==> config.mk <==
export PLATFORM = sky130hd
export DESIGN_NAME = carpark_sensor_gen_flat
export DESIGN_NICKNAME = d
export VERILOG_FILES = /design/src/rtl/carpark_sensor_gen_if.sv /design/src/rtl/carpark_sensor_gen.sv /design/src/flat_wrapper.sv
export SDC_FILE = /design/constraint.sdc
export NUM_CORES = 1
export LEC_CHECK = 0
export BUFFER_PORTS_ARGS = -buffer_cell sky130_fd_sc_hd__buf_4
export CORE_MARGIN = 1.5
export CORE_UTILIZATION = 40
export CTS_BUF_LIST = sky130_fd_sc_hd__clkbuf_4 sky130_fd_sc_hd__clkbuf_8
export CTS_CLUSTER_SIZE = 10
export DETAILED_ROUTE_END_ITERATION = 10
export GPL_ROUTABILITY_DRIVEN = 0
export HOLD_SLACK_MARGIN = 0.03
export SLEW_MARGIN = 20
export SYNTH_ARGS = -nofsm -noshare
export SYNTH_HDL_FRONTEND = slang
export SYNTH_SLANG_ARGS = --single-unit
==> constraint.sdc <==
create_clock -name clk -period 2.5 [get_ports clk]
set_input_delay 0.25 -clock clk [delete_from_list [all_inputs] [get_ports clk]]
set_output_delay 0.25 -clock clk [all_outputs]
set_load 0.02 [all_outputs]
==> src/rtl/carpark_sensor_gen_if.sv <==
// carpark_sensor_gen_if: beam-sensor bus between the stimulus generator (master) and the car-park FSM (slave).
// The abort line exists only when CARPARK_GEN_ABORT_EN is defined.
interface carpark_sensor_gen_if #(parameter int CNT_W = 8);
   logic start, dir, a, b, busy, done;
   logic [CNT_W-1:0] cars_in, cars_out;
`ifdef CARPARK_GEN_ABORT_EN
   logic abort;
   modport master (input start, dir, abort, output a, b, busy, done, cars_in, cars_out);
   modport slave (output start, dir, abort, input a, b, busy, done, cars_in, cars_out);
`else
   modport master (input start, dir, output a, b, busy, done, cars_in, cars_out);
   modport slave (output start, dir, input a, b, busy, done, cars_in, cars_out);
`endif
endinterface

==> src/rtl/carpark_sensor_gen.sv <==
// carpark_sensor_gen: emits the a/b beam occlusion sequence for one car entering or exiting and counts completed cars.
// Optional car back-out (abort) support is enabled by defining CARPARK_GEN_ABORT_EN.
module carpark_sensor_gen #(
   parameter int DWELL = 4,
   parameter int CNT_W = 8
) (
   input logic clk,
   input logic reset,
   carpark_sensor_gen_if.master bus
);
   typedef enum logic [2:0] {IDLE, P1, P2, P3, R1, DONE} state_t;
   state_t state, nxt;
   logic [7:0] cnt;
   logic dir_l, aborted, abrt, take_abort, d, inc;
   logic [1:0] pat;
   logic [CNT_W-1:0] cin, cout;
`ifdef CARPARK_GEN_ABORT_EN
   assign abrt = bus.abort;
`else
   assign abrt = 1'b0;
`endif
   // Outputs are registered from the next state, so they change together with the state.
   always_comb begin
      take_abort = abrt && (state == P1 || state == P2);
      nxt = state == IDLE ? (bus.start ? P1 : IDLE) :
            state == DONE ? IDLE :
            take_abort ? (state == P1 ? DONE : R1) :
            cnt != 8'd0 ? state :
            state == P1 ? P2 : state == P2 ? P3 : DONE;
      d = state == IDLE ? bus.dir : dir_l;
      pat = (nxt == P1 || nxt == R1) ? (d ? 2'b01 : 2'b10) :
            nxt == P2 ? 2'b11 :
            nxt == P3 ? (d ? 2'b10 : 2'b01) : 2'b00;
      inc = nxt == DONE && state != DONE && !take_abort && !aborted;
   end
   always_ff @(posedge clk) begin
      if (reset) begin
         state <= IDLE;
         cnt <= 8'd0;
         dir_l <= 1'b0;
         aborted <= 1'b0;
         bus.a <= 1'b0;
         bus.b <= 1'b0;
         bus.busy <= 1'b0;
         bus.done <= 1'b0;
         cin <= '0;
         cout <= '0;
      end else begin
         state <= nxt;
         cnt <= nxt != state ? 8'(DWELL - 1) : cnt == 8'd0 ? cnt : cnt - 8'd1;
         {bus.a, bus.b} <= pat;
         bus.busy <= nxt inside {P1, P2, P3, R1};
         bus.done <= nxt == DONE;
         if (state == IDLE && bus.start) dir_l <= bus.dir;
         if (state == IDLE) aborted <= 1'b0;
         else if (take_abort) aborted <= 1'b1;
         if (inc && !dir_l) cin <= cin + CNT_W'(1);
         if (inc && dir_l) cout <= cout + CNT_W'(1);
      end
   end
   assign bus.cars_in = cin;
   assign bus.cars_out = cout;
endmodule

==> src/flat_wrapper.sv <==
// flat-port wrapper written by rule: the top's interface ports become plain ports
module carpark_sensor_gen_flat 
#(
   parameter int DWELL = 4,
   parameter int CNT_W = 8
)
  (clk, reset, bus_start, bus_dir, bus_a, bus_b, bus_busy, bus_done, bus_cars_in, bus_cars_out);
  carpark_sensor_gen_if #(.CNT_W(CNT_W)) bus_i ();
  input logic clk;
  input logic reset;
  input wire logic [$bits(bus_i.start)-1:0] bus_start;
  input wire logic [$bits(bus_i.dir)-1:0] bus_dir;
  output wire logic [$bits(bus_i.a)-1:0] bus_a;
  output wire logic [$bits(bus_i.b)-1:0] bus_b;
  output wire logic [$bits(bus_i.busy)-1:0] bus_busy;
  output wire logic [$bits(bus_i.done)-1:0] bus_done;
  output wire logic [$bits(bus_i.cars_in)-1:0] bus_cars_in;
  output wire logic [$bits(bus_i.cars_out)-1:0] bus_cars_out;
  assign bus_i.start = bus_start;
  assign bus_i.dir = bus_dir;
  assign bus_a = bus_i.a;
  assign bus_b = bus_i.b;
  assign bus_busy = bus_i.busy;
  assign bus_done = bus_i.done;
  assign bus_cars_in = bus_i.cars_in;
  assign bus_cars_out = bus_i.cars_out;
  carpark_sensor_gen #(.DWELL(DWELL), .CNT_W(CNT_W)) u_core (.clk(clk), .reset(reset), .bus(bus_i));
endmodule
==> metrics <==
cells after synthesis=186; Max clock buf depth=2; initial DRC count=54; layout cells sized above 1=0.200; crit path time final=2340 ps; Yosys reg bits=32; worst r2r path cells=6; hold buffers post-CTS=0; Clk Latency, worst-skew pair=280 ps; total vias in the final route=1,388; Worst EP required=2710 ps; number of global-route vias before repair=1,259; post-route setup TNS=0 ps; Clk pwr share=0.240; CP arrival=2540 ps; Seq/Total Area, Yosys=0.403; Die Area=0.00437 sq mm; number of CTS-inserted buffers=5; GRT overflow=0; WL per Instance=12.9 um; period utilisation layout=0.935; most frequent cells in the layout=dfxtp_1 (32), buf_4 (27), nor2_1 (21), nand2_1 (19), a21oi_1 (10); async set or reset register ratio after synthesis=0; clock root cell=clkbuf_8; status=completed; CP endpoint kind=flop; largest net degree at the start of global routing=27; IO buf count=23; Post-Route WL=3.32 mm; hpwl dp=2.41 mm; Switch Pwr=825 uW; synthesized area per cell=8.56 sq um; CP Launch Type=flop; RSZ-0062 raised after global routing=false; worst-path fanout max=5; MaxCap Viol Count=0; Final setup viols=0; Final #Nets=217; starting density of the core=0.425; Synth Warn #=0; final hold viol count=0; CTS sink count=32; Lkg Pwr=0.756 nW; Tightest Pin Transition=523 ps; Internal Power=1.37 mW; Setup Crit Path Kind=flop to flop; Resize count post-CTS=0; count of different cell masters after synthesis=42; initial antenna violation count=0; Combinational Power Share=0.428; pwr/cell area=1150 mW/mm^2; Flop pwr share=0.332; Final ANT Viol Nets=0; first-pass GRT wire length=5.70 mm; I/O pins=24; min-delay worst type=input port to flop; CTS tree=built; gr usage total=0.171; buffer count from post-CTS setup fixing=0; vias per cell=5.38; ys flop type=dfxtp_1; commonest non-fill, non-tap cell in the layout=dfxtp_1; Max Fclk=428 MHz; core area=0.00374 sq mm; H-tree Lvls=2; hold depth=3; Site Rows=22; Die W=66.1 um; First-pass DRT Iterations=4; Area Overhead vs Synth=20.3%; Rel. slew slack=0.648; Peak VDD IR=0.459 mV; DRC violations left=0; final hold slack=218 ps; die height=66.1 um; Clock Skew=4.30 ps; n_diodes=0; CTS clk-pin slew, worst paths=60 ps; Cell Area, Synth=0.00159 sq mm; Syn Nets=194; Slew Viols, Final=0; Sw Share=0.375; number of flops mapped to enable cells by yosys=0
==> stage by stage <==
| step | power (mW) | cell area, sq um | utilization | setup WS [ps] | cells |
|---|---|---|---|---|---|
| finish | 2.20 | 1910 | 0.511 | 164 | 258 |
| global route | 2.37 | 1910 | 0.511 | 39.9 | 258 |
| CTS | 2.22 | 1910 | 0.511 | 159 | 258 |
| detailed placement | 1.68 | 1790 | 0.478 | 188 | 250 |
| global placement | 1.66 | 1790 | 0.478 | 275 | 250 |
| floorplan | 1.44 | 1590 | - | 303 | 186 |
==> cells in the mapped netlist (all sizes together) (3+ instances only) <==
master / instances / area [sq um]
dfxtp: 32 / 641
nor2: 21 / 78.8
nand2: 19 / 71.3
a21oi: 10 / 50.1
nor3: 8 / 40.0
o21ai: 8 / 40.0
or3: 7 / 43.8
xnor2: 7 / 61.3
nor4: 6 / 43.8
buf: 5 / 38.8
clkbuf: 5 / 18.8
mux2i: 5 / 50.1
or4: 5 / 42.5
ha: 4 / 50.1
inv: 4 / 15.0
nand4: 4 / 25.0
o21a: 4 / 30.0
xor2: 4 / 35.0
a211oi: 3 / 22.5
nor2b: 3 / 18.8
o31ai: 3 / 22.5
==> path summary, 6_finish.rpt <==
kind                           from                     end  slack, ps
max reg2reg           u_core.cnt[0]  u_core.bus.cars_out[6]        160
max                   u_core.cnt[0]  u_core.bus.cars_out[6]        160
min                         bus_dir            u_core.dir_l        220
min reg2reg  u_core.bus.cars_out[7]  u_core.bus.cars_out[7]        490
==> state kept, by name (all words and copies together), names as in the netlist <==
register and cells:
u_core.dir_l 1, u_core.cnt 8, u_core.bus.busy 1, u_core.bus.a 1, u_core.bus.b 1, u_core.state 3
u_core.bus.done 1, u_core.bus.cars_out 8, u_core.bus.cars_in 8
==> power by group through the flow <==
stage	Clock, mW	Sequential, mW	Combinational (mW)
after floorplan	0	0.723	0.716
after global placement	0	0.736	0.925
after detailed placement	0	0.738	0.945
after CTS	0.543	0.728	0.948
after global routing	0.571	0.747	1.05
final	0.527	0.730	0.942
==> per-layer routing <==
layer  routed length (um)  track usage  share of wire
met1                 1580        0.215           0.48
met2                 1570        0.280           0.47
met3                  121       0.0460          0.036
met4                   43       0.0612          0.013
met5                    0            0              0
==> kinds of logic after synthesis <==
family	share of synthesized area
AOI/OAI and AO/OA	0.137
xor gates and xnor gates	0.0605
adders and majority gates	0.0314
buffers and inverters	0.0511
DFF	0.403
muxes	0.0385
and+or+nand+nor	0.279
==> area by class of cell <==
cell class / count / area, sq um
Clock buffer: 7 / 96.3
Fill cell: 388 / 1830
Clock inverter: 1 / 30.0
Inverter: 4 / 15.0
Timing Repair Buffer: 27 / 203
Multi-Input combinational cell: 139 / 870
Sequential cell: 32 / 641
Tap cell: 48 / 60.1
==> worst max-delay path, stage by stage, from the launching register on <==
cell	delay [ps]
dfxtp_1	340
inv_1	90
ha_1	150
or3b_2	500
or4_1	640
or3_1	380
a21oi_1	160
(Power assumes the default switching activity.)
